### src/rtl/kmeans_sweep_ctrl.sv
// rtl/kmeans_sweep_ctrl.sv - k-means run sequencer: RAM sample sweep, centroid update, convergence check
// Optional KMEANS_ITER_STATUS_EN exposes iter_count and converged.
module kmeans_sweep_ctrl #(
  parameter int ADDR_W   = 9,
  parameter int MAN_W    = 16,
  parameter int ITER_W   = 8,
  parameter int MAX_ITER = 32,
  parameter int RAM_LAT  = 1
) (
  input  logic              clk,
  input  logic              rst_n,
  input  logic              go,
  input  logic [ADDR_W-1:0] first_addr,
  input  logic [ADDR_W-1:0] last_addr,
  input  logic [MAN_W-1:0]  threshold,
  output logic              ram_cs_n,
  output logic              ram_oe_n,
  output logic [ADDR_W-1:0] ram_addr,
  input  logic              smp_ready,
  output logic              smp_valid,
  output logic              smp_last,
  output logic              upd_req,
  input  logic              upd_done,
  input  logic [MAN_W-1:0]  delta,
  output logic              interrupt,
  output logic              busy,
`ifdef KMEANS_ITER_STATUS_EN
  output logic [ITER_W-1:0] iter_count,
  output logic              converged,
`endif
  output logic              err_range
);

  typedef enum logic [2:0] {IDLE, SWEEP, DRAIN, UPDATE, CHECK, DONE} state_t;

  state_t              state_q, state_d;
  logic                go_q;
  logic [ADDR_W-1:0]   addr_q, addr_d, first_q, first_d, last_q, last_d;
  logic [MAN_W-1:0]    thr_q, thr_d, delta_q, delta_d;
  logic [ITER_W-1:0]   iter_q, iter_d;
  logic [RAM_LAT-1:0]  vld_q, vld_d, lst_q, lst_d;
  logic                err_q, err_d, irq_q, irq_d;
  logic                issue, go_rise, conv_now;
`ifdef KMEANS_ITER_STATUS_EN
  logic                conv_q, conv_d;
`endif

  assign go_rise  = go & ~go_q;
  assign busy     = (state_q != IDLE) && (state_q != DONE);
  assign conv_now = (delta_q <= thr_q);

  always_comb begin
    state_d = state_q;
    addr_d  = addr_q;
    first_d = first_q;
    last_d  = last_q;
    thr_d   = thr_q;
    delta_d = delta_q;
    iter_d  = iter_q;
    err_d   = err_q;
    irq_d   = 1'b0;
    issue   = 1'b0;
`ifdef KMEANS_ITER_STATUS_EN
    conv_d  = conv_q;
`endif
    case (state_q)
      IDLE: begin
        if (go_rise) begin
          first_d = first_addr;
          last_d  = last_addr;
          thr_d   = threshold;
          err_d   = 1'b0;
          iter_d  = '0;
`ifdef KMEANS_ITER_STATUS_EN
          conv_d  = 1'b0;
`endif
          if (first_addr > last_addr) begin
            err_d   = 1'b1;
            irq_d   = 1'b1;
            state_d = DONE;
          end else begin
            addr_d  = first_addr;
            state_d = SWEEP;
          end
        end
      end
      SWEEP: begin
        if (smp_ready) begin
          issue = 1'b1;
          if (addr_q == last_q) state_d = DRAIN;
          else                  addr_d  = addr_q + 1'b1;
        end
      end
      // Leave once the final in-flight sample is on smp_valid this cycle.
      DRAIN:  if ((vld_q << 1) == '0) state_d = UPDATE;
      UPDATE: begin
        if (upd_done) begin
          delta_d = delta;
          state_d = CHECK;
        end
      end
      CHECK: begin
        iter_d = iter_q + 1'b1;
        if (conv_now || (iter_q + 1'b1 == ITER_W'(MAX_ITER))) begin
          irq_d   = 1'b1;
          state_d = DONE;
`ifdef KMEANS_ITER_STATUS_EN
          conv_d  = conv_now;
`endif
        end else begin
          addr_d  = first_q;
          state_d = SWEEP;
        end
      end
      DONE:    if (!go) state_d = IDLE;
      default: state_d = IDLE;
    endcase
    // Abort dominates everything, including a coincident upd_done.
    if (busy && !go) begin
      state_d = IDLE;
      addr_d  = addr_q;
      issue   = 1'b0;
      irq_d   = 1'b0;
    end
    vld_d = (busy && !go) ? '0 : ((vld_q << 1) | RAM_LAT'(issue));
    lst_d = (busy && !go) ? '0 : ((lst_q << 1) | RAM_LAT'(issue && (addr_q == last_q)));
  end

  always_ff @(posedge clk or negedge rst_n) begin
    if (!rst_n) begin
      state_q <= IDLE;
      go_q    <= 1'b0;
      addr_q  <= '0;
      first_q <= '0;
      last_q  <= '0;
      thr_q   <= '0;
      delta_q <= '0;
      iter_q  <= '0;
      vld_q   <= '0;
      lst_q   <= '0;
      err_q   <= 1'b0;
      irq_q   <= 1'b0;
`ifdef KMEANS_ITER_STATUS_EN
      conv_q  <= 1'b0;
`endif
    end else begin
      state_q <= state_d;
      go_q    <= go;
      addr_q  <= addr_d;
      first_q <= first_d;
      last_q  <= last_d;
      thr_q   <= thr_d;
      delta_q <= delta_d;
      iter_q  <= iter_d;
      vld_q   <= vld_d;
      lst_q   <= lst_d;
      err_q   <= err_d;
      irq_q   <= irq_d;
`ifdef KMEANS_ITER_STATUS_EN
      conv_q  <= conv_d;
`endif
    end
  end

  assign ram_cs_n  = ~issue;
  assign ram_oe_n  = ~issue;
  assign ram_addr  = addr_q;
  assign smp_valid = vld_q[RAM_LAT-1];
  assign smp_last  = lst_q[RAM_LAT-1];
  assign upd_req   = (state_q == UPDATE);
  assign interrupt = irq_q;
  assign err_range = err_q;
`ifdef KMEANS_ITER_STATUS_EN
  assign iter_count = iter_q;
  assign converged  = conv_q && (state_q == DONE);
`endif

endmodule

### config.mk
export PLATFORM = sky130hd
export DESIGN_NAME = kmeans_sweep_ctrl
export DESIGN_NICKNAME = d
export VERILOG_FILES = /design/src/rtl/kmeans_sweep_ctrl.sv
export SDC_FILE = /design/constraint.sdc
export NUM_CORES = 1
export LEC_CHECK = 0
export BUFFER_PORTS_ARGS = -buffer_cell sky130_fd_sc_hd__buf_2
export CAP_MARGIN = 20
export CORE_UTILIZATION = 31
export CTS_BUF_LIST = sky130_fd_sc_hd__clkbuf_16
export CTS_CLUSTER_SIZE = 14
export DETAILED_ROUTE_END_ITERATION = 16
export MAX_ROUTING_LAYER = met4
export SLEW_MARGIN = 20
export SYNTH_ARGS = -nofsm -noshare
export SYNTH_HDL_FRONTEND = slang
export SYNTH_SLANG_ARGS = --single-unit
### constraint.sdc
create_clock -name clk -period 3.05 [get_ports clk]
set_clock_uncertainty 0.1 [all_clocks]
set_input_delay 0.61 -clock clk [delete_from_list [all_inputs] [get_ports clk]]
set_output_delay 0.61 -clock clk [all_outputs]
set_load 0.02 [all_outputs]
==> results of run 1 <==
-- sequential cells by signal, indices dropped and copies added (netlist names) --
| register | count |
|---|---|
| first_q | 9 |
| ram_addr | 9 |
| state_q | 3 |
| iter_q | 8 |
| thr_q | 16 |
| last_q | 9 |
| err_range | 1 |
| go_q | 1 |
| delta_q | 16 |
| smp_valid | 1 |
| interrupt | 1 |
| smp_last | 1 |
-- cell usage in the layout, fill, tap and decap left out, types with 8 or more instances in the layout --
| master | instances |
|---|---|
| dfrtp_1 | 75 |
| xor2_1 | 11 |
| clkbuf_16 | 9 |
| buf_2 | 70 |
| nand3_1 | 13 |
| mux2_4 | 8 |
| nand2_1 | 34 |
| o21ai_0 | 29 |
| a21oi_1 | 14 |
| mux2_2 | 33 |
| nand4_1 | 9 |
| mux2_1 | 8 |
| nor2_1 | 17 |
| ha_1 | 28 |
| inv_1 | 32 |
-- per-layer routing --
| metal | vias to the layer above | wire length, microns | global-route usage [%] |
|---|---|---|---|
| li1 | 1526 | - | - |
| met1 | 1529 | 4290 | 18.0 |
| met2 | 101 | 4340 | 24.3 |
| met3 | 11 | 587 | 4.17 |
| met4 | 0 | 140 | 4.25 |
| met5 | - | 0 | - |
-- metrics by stage --
step	setup WS [ps]	instance area, sq um	std cells	utilization (%)
after detailed placement	185	4690	626	35.5
after global placement	280	4690	626	35.5
after CTS	167	5000	642	37.9
after floorplan	561	4170	390	-
after global routing	9.44	5000	642	37.9
final	152	5000	642	37.9
-- worst max path at each step --
stage                                    endpoint             startpoint
final                     ram_addr[0]$_DFFE_PN0P_  iter_q[0]$_DFFE_PN0P_
after floorplan           ram_addr[0]$_DFFE_PN0P_  iter_q[0]$_DFFE_PN0P_
after detailed placement  ram_addr[0]$_DFFE_PN0P_  iter_q[0]$_DFFE_PN0P_
after CTS                 ram_addr[0]$_DFFE_PN0P_  iter_q[0]$_DFFE_PN0P_
after global routing      ram_addr[1]$_DFFE_PN0P_  iter_q[0]$_DFFE_PN0P_
after global placement    ram_addr[5]$_DFFE_PN0P_          first_addr[6]
-- area by class of cell --
cell class | count | share of cell area, %
Sequential cell | 75 | 37.6
Clock buffer | 9 | 4.51
Clock inverter | 7 | 1.68
Inverter | 31 | 2.33
Timing Repair Buffer | 75 | 7.76
Tap cell | 176 | 4.41
Multi-Input combinational cell | 269 | 41.7
-- cell families after synthesis --
logic type      count (synthesis)  share of synthesized area [%]
mux                            50                           14.2
flops                          75                           45.0
compound gates                 74                           12.1
fa+ha+maj                      28                           8.39
simple gates                  100                           11.7
xor+xnor                       17                           3.57
buf+inv                        46                           5.10
-- where the power goes --
group	internal [uW]	switching [uW]	total, uW
logic	497	517	1010
clock network	706	398	1100
registers	1230	242	1480
total	2440	1160	3590
-- cells in the mapped netlist (4+ instances only) --
cell type   n  area [sq um]
nand4_1     9          56.3
nor4_1      4          25.0
mux2_1      8          90.1
o21ai_0    29           145
dfrtp_1    75          1880
mux2_4      8           120
mux2_2     33           372
nand3_1    13          65.1
nand2_1    34           128
xor2_1     11          96.3
nor2_1     17          63.8
a21oi_1    14          70.1
xnor2_1     6          52.6
clkbuf_1    7          26.3
buf_6       4          45.0
inv_1      31           116
a22oi_1     6          45.0
ha_1       28           350
-- worst max-delay path, cell delays in order, from the launching register on --
cell	delay [ps]
dfrtp_1	430
ha_1	310
nor4_1	320
a21oi_1	110
a2111oi_4	350
a21oi_2	110
o211ai_2	230
a211o_1	480
mux2_4	350
==> results.cfg, run 1 <==
[sta]
worst_hold_slack_ps = 165
setup_viol = 0
finalHoldViolations = 0
period_share_pct = 95.0
tightestPinTransition_ps = 851
period_needed_ps = 2900
slew_violations = 0
rsz0062_at_grt = no
relSlewSlack_pct = 43.3
totalNegativeSetupSlack_ps = 0
timing.fmax_ghz = 0.345

[floorplan]
die_w_microns = 118
io_pins = 72
core-area_sq_um = 13200
die-area_sq_um = 13900
initial_core_util_pct = 31.6
rows = 42
die_y_microns = 118

[routing]
viasPerCell = 4.93
drcViolationCount = 0
postRouteAntennaNets = 0
routed_wl_microns = 9360
vias = 3167
drt-pass1-iter-count = 4
wl_per_cell_microns = 14.6
drtIter0Drc = 138

[global_route]
antenna_found_initial = 0
overflow = 0
grt_pass1_vias = 3377
grt_pass1_wl_microns = 16000
grt_usage_pct = 14.9
grt_max_degree = 45

[worst_setup_path]
critPathMaxFanout = 9
path_class = reg -> reg
critPathLaunchType = flip-flop
r2r_end = ram_addr[0]$_DFFE_PN0P_
reg2reg_depth = 8
r2r_slack_ps = 150
crit_path_end_kind = flip-flop
cp.required_ps = 3170
cp.arrival_ps = 3020
r2r_start = iter_q[0]$_DFFE_PN0P_

[finish]
multi_input_area_sq_um = 2090
seq_area_sq_um = 1880
nets = 544
n_antenna_cell = 0
fillerInstances = 1310
area_delta_synth_final_pct = 19.7
drive_above_1_share_pct = 30.3

[clocking]
cts.clk_slew.worst_paths_ps = 60
cts_hold_buf = 0
cts_tree = built
postCtsSetupBuffers = 0
ctsResizeCount = 0
h-tree-depth = 3
cts_inserted_buffers = 9
root_buffer = clkbuf_16
cts_sinks = 75
clockBufferDepth = 2
clk_latency_ps = 330

[synthesis]
synthesis.area_sq_um = 4170
seq_area_frac_synth_pct = 45.0
synth.yosys.warnings = 0
syn-num-nets = 473
async_flop_share_pct = 100
ys_ff_latch = 75
synthDistinctLibCells = 51
avgSynthCellArea_sq_um = 10.7
synth_cells = 390
synth_enable_flop_cells = 0
synth_ff_type = dfrtp_1

[run]
max_cap_viol_count = 0

[power]
cellLeakagePower_uw = 0.00249
finalPower_uw = 3590
power_density_nw_per_um2 = 719
ir_worst_vdd_mv = 0.438

[placed_design]
gp_congestion = 0.856
portBuffers = 71
hpwlAfterDp_microns = 7030

[hold_path]
hold_path.class = in -> async

[status]
status = finished, final reports clean
Power figures use the tool's default switching activity.
==> run 2: changes to the inputs <==
==> constraint.sdc (replaced) <==
create_clock -name clk -period 3.4 [get_ports clk]
set_clock_uncertainty 0.1 [all_clocks]
set_input_delay 0.68 -clock clk [delete_from_list [all_inputs] [get_ports clk]]
set_output_delay 0.68 -clock clk [all_outputs]
set_load 0.02 [all_outputs]
==> results.cfg, run 2 (synthesis results as in run 1) <==
[status]
status = finished, final reports clean

[global_route]
antenna_found_initial = 0
grt_max_degree = 76
overflow = 0
grt_pass1_wl_microns = 15700
grt_usage_pct = 14.8
grt_pass1_vias = 3332

[routing]
dr.max_layer_used = met4
routed-wl-met3_microns = 487
wl_per_cell_microns = 14.4
viasPerCell = 4.91
detailroute.wirelength.met2_microns = 4390
drtIter0Drc = 95
wl_met1_microns = 4230
vias = 3146
drcViolationCount = 0
drt-pass1-iter-count = 4
routed_wl_microns = 9210
postRouteAntennaNets = 0

[sta]
setup_viol = 0
tightestPinTransition_ps = 950
period_share_pct = 84.1
relSlewSlack_pct = 36.7
timing.fmax_ghz = 0.350
totalNegativeSetupSlack_ps = 0
finalHoldViolations = 0
period_needed_ps = 2860
rsz0062_at_grt = no
slew_violations = 0

[run]
max_cap_viol_count = 0

[power]
ir_worst_vdd_mv = 0.397
cellLeakagePower_uw = 0.00249
power_density_nw_per_um2 = 644
power.share.clock_pct = 30.7
power_frac_seq_pct = 41.2
p_int_uw = 2190
p_sw_share_pct = 32.0
power_frac_comb_pct = 28.1
finalPower_uw = 3210
power_switching_uw = 1030

[floorplan]
core-area_sq_um = 13200
rows = 42
die_y_microns = 118
io_pins = 72
initial_core_util_pct = 31.6
die-area_sq_um = 13900
die_w_microns = 118

[worst_setup_path]
endpoint = ram_addr[0]$_DFFE_PN0P_
r2r_end = ram_addr[0]$_DFFE_PN0P_
crit_path_end_kind = flip-flop
critPathLaunchType = flip-flop
path_class = reg -> reg
cp.arrival_ps = 2970
r2r_slack_ps = 540
reg2reg_depth = 8
critPathMaxFanout = 9
crit_start = iter_q[0]$_DFFE_PN0P_
r2r_start = iter_q[0]$_DFFE_PN0P_
cp.required_ps = 3520

[placed_design]
gp_congestion = 0.879
hpwlAfterDp_microns = 6890
portBuffers = 71

[hold_path]
hold_path.class = in -> async

[finish]
n_antenna_cell = 0
final_cell_mix = 75 x dfrtp_1, 70 x buf_2, 34 x nand2_1
nets = 543
area_delta_synth_final_pct = 19.5
drive_above_1_share_pct = 30.3
top_regs = delta_q (16), thr_q (16)
final_common_cell = dfrtp_1

[clocking]
root_buffer = clkbuf_16
cts.clk_slew.worst_paths_ps = 50
cts_tree = built
cts_sinks = 75
h-tree-depth = 3
clk_latency_ps = 330
cts_hold_buf = 0
postCtsSetupBuffers = 0
clockBufferDepth = 2
cts_inserted_buffers = 9
ctsResizeCount = 0
==> run 2: changes by cell type in the layout (fill, tap and decap cells not counted) <==
cell / previous run / this run
buf_4: 5 / 4
clkinvlp_4: 1 / 0
inv_1: 32 / 31
clkinv_2: 1 / 3
==> run 2: critical path, stage by stage (launching register included) <==
cell       delay [ps]
dfrtp_1           420
ha_1              300
nor4_1            300
a21oi_1           110
a2111oi_4         360
a21oi_2           120
o211ai_2          200
a211o_1           480
mux2_4            350
==> run 2: how the worst min path moves through the flow <==
stage,cells after the start,from,end,slack [ps]
floorplan,0,rst_n,delta_q[0]$_DFFE_PN0P_,280
finish,1,rst_n,first_q[6]$_DFFE_PN0P_,390
CTS,1,first_q[7]$_DFFE_PN0P_,first_q[7]$_DFFE_PN0P_,400
detailed placement,1,first_q[7]$_DFFE_PN0P_,first_q[7]$_DFFE_PN0P_,380
global placement,1,first_q[3]$_DFFE_PN0P_,first_q[3]$_DFFE_PN0P_,370
global route,1,go,go_q$_DFF_PN0_,410
==> run 2: area by class of cell <==
cell class / instances / area [sq um]
Multi-Input combinational cell: 269 / 2090
Fill cell: 1338 / 8200
Clock inverter: 7 / 82.6
Clock buffer: 9 / 225
Timing Repair Buffer: 74 / 380
Sequential cell: 75 / 1880
Inverter: 31 / 116
Tap cell: 176 / 220
==> run 2: power by group through the flow <==
| stage | sequential (uW) | clock, uW | combinational (uW) |
|---|---|---|---|
| final | 1320 | 986 | 903 |
| after detailed placement | 1340 | 0 | 904 |
| after floorplan | 1350 | 0 | 605 |
| after global routing | 1360 | 1050 | 1020 |
| after CTS | 1320 | 1020 | 915 |
| after global placement | 1330 | 0 | 885 |
==> run 2: metrics by stage <==
stage / area (sq um) / cells / hold WS (ps) / utilization (%) / setup WS [ps]
floorplan: 4170 / 390 / 284 / - / 911
CTS: 4990 / 641 / 398 / 37.8 / 535
global route: 4990 / 641 / 408 / 37.8 / 391
global placement: 4680 / 625 / 375 / 35.5 / 580
finish: 4990 / 641 / 393 / 37.8 / 542
detailed placement: 4680 / 625 / 384 / 35.5 / 531
==> run 2: metal layers <==
metal	global-route usage (%)	vias up
met5	-	-
met4	4.65	0
met3	4.41	8
met2	23.8	89
met1	17.7	1529
li1	-	1520
==> run 3: changes to the inputs <==
==> constraint.sdc (replaced) <==
create_clock -name clk -period 2.8 [get_ports clk]
set_clock_uncertainty 0.1 [all_clocks]
set_input_delay 0.56 -clock clk [delete_from_list [all_inputs] [get_ports clk]]
set_output_delay 0.56 -clock clk [all_outputs]
set_load 0.02 [all_outputs]
==> results.cfg, run 3 (synthesis results as in run 1) <==
[status]
status = finished, final reports clean

[sta]
tightestPinTransition_ps = 874
timing.fmax_ghz = 0.381
finalHoldViolations = 0
totalNegativeSetupSlack_ps = 0
rsz0062_at_grt = no
slew_violations = 0
period_share_pct = 93.6
period_needed_ps = 2620
relSlewSlack_pct = 41.8
setup_viol = 0

[global_route]
grt_max_degree = 43
grt_pass1_vias = 3317
antenna_found_initial = 0
grt_usage_pct = 15.0
overflow = 0
grt_pass1_wl_microns = 15900

[finish]
final_cell_mix = 75 x dfrtp_1, 70 x buf_2, 34 x nand2_1
n_antenna_cell = 0
drive_above_1_share_pct = 31.6
nets = 549
area_delta_synth_final_pct = 21.4
post-route-util_pct = 38.4
top_regs = delta_q (16), thr_q (16)
final_common_cell = dfrtp_1

[routing]
drt-pass1-iter-count = 4
vias = 3199
viasPerCell = 4.94
wl_met1_microns = 4260
wl_per_cell_microns = 14.6
routed-wl-met3_microns = 537
detailroute.wirelength.met2_microns = 4460
dr.max_layer_used = met4
drcViolationCount = 0
routed_wl_microns = 9440
postRouteAntennaNets = 0
drtIter0Drc = 138

[floorplan]
die_y_microns = 118
core-area_sq_um = 13200
die-area_sq_um = 13900
initial_core_util_pct = 31.6
io_pins = 72
die_w_microns = 118
rows = 42

[placed_design]
portBuffers = 71
gp_congestion = 0.908
hpwlAfterDp_microns = 7120

[hold_path]
hold_path.class = in -> async

[power]
ir_worst_vdd_mv = 0.418
power_density_nw_per_um2 = 801
cellLeakagePower_uw = 0.00253

[clocking]
root_buffer = clkbuf_16
cts_sinks = 75
cts.clk_slew.worst_paths_ps = 60
cts_tree = built
postCtsSetupBuffers = 0
clk_latency_ps = 330
cts_inserted_buffers = 9
h-tree-depth = 3
clockBufferDepth = 2

[worst_setup_path]
crit_family = compound AO/OA/AOI/OAI gates
crit_buf_inv = 0
path_cells = ha_1 -> nor4_1 -> a21oi_1 -> a2111oi_4 -> a21oi_2 -> o211ai_2 -> a211o_2 -> mux2_4
path_class = reg -> reg
cp.required_ps = 2920
cp_slowest_stage_delay_ps = 380
cp.arrival_ps = 2740
critPathLaunchType = flip-flop
critPathMaxFanout = 9
crit_path_end_kind = flip-flop
slowest_stage = dfrtp_1

[run]
max_cap_viol_count = 0
run 3: timing repair:
item	in CTS	in global routing
gates resized for setup	0	1
endpoints found under the hold margin	0	0
hold buffers	0	0
endpoints found under the setup margin	0	8
run 3: worst reg2reg max path, cell delays in order (launching register included):
cell and delay, ps:
dfrtp_1 380, ha_1 290, nor4_1 310, a21oi_1 110, a2111oi_4 350, a21oi_2 110, o211ai_2 210, a211o_2 310
mux2_4 340
run 3: metal layers:
metal  global-route usage, %  vias up
li1                        -     1540
met1                    17.7     1556
met2                    24.3       91
met3                    4.31       12
met4                    5.69        0
met5                       -        -
run 3: worst paths after layout:
kind                            slack (ps)  cells past startpoint             startpoint                      end
worst max register to register         180                      8  iter_q[0]$_DFFE_PN0P_  ram_addr[6]$_DFFE_PN0P_
min in group clk                       300                      1                     go           go_q$_DFF_PN0_
worst min-delay path                   120                      1                  rst_n    last_q[6]$_DFFE_PN0P_
worst max-delay path                   180                      8  iter_q[0]$_DFFE_PN0P_  ram_addr[6]$_DFFE_PN0P_
worst min register to register         390                      1  thr_q[15]$_DFFE_PN0P_    thr_q[15]$_DFFE_PN0P_
max in group asynchronous             1820                      2                  rst_n  ram_addr[7]$_DFFE_PN0P_
run 3: area by class of cell:
| cell class | instances | area [sq um] |
|---|---|---|
| Fill cell | 1329 | 8120 |
| Multi-Input combinational cell | 269 | 2090 |
| Sequential cell | 75 | 1880 |
| Timing Repair Buffer | 80 | 425 |
| Clock buffer | 9 | 225 |
| Tap cell | 176 | 220 |
| Inverter | 31 | 116 |
| Clock inverter | 7 | 115 |
run 3: power breakdown:
part	switching (uW)	internal, uW
registers	249	1340
logic	585	565
clock network	448	868
total	1280	2780
run 3: stage by stage:
| step | cell area, sq um | cells | hold WS (ps) | setup WS [ps] | power, uW |
|---|---|---|---|---|---|
| floorplan | 4170 | 390 | 164 | 311 | 2370 |
| global placement | 4720 | 631 | 374 | 80.1 | 2730 |
| detailed placement | 4720 | 631 | 383 | 49.4 | 2760 |
| CTS | 5060 | 647 | 130 | 15.2 | 4110 |
| global route | 5070 | 647 | 152 | 58.1 | 4310 |
| finish | 5070 | 647 | 123 | 178 | 4060 |
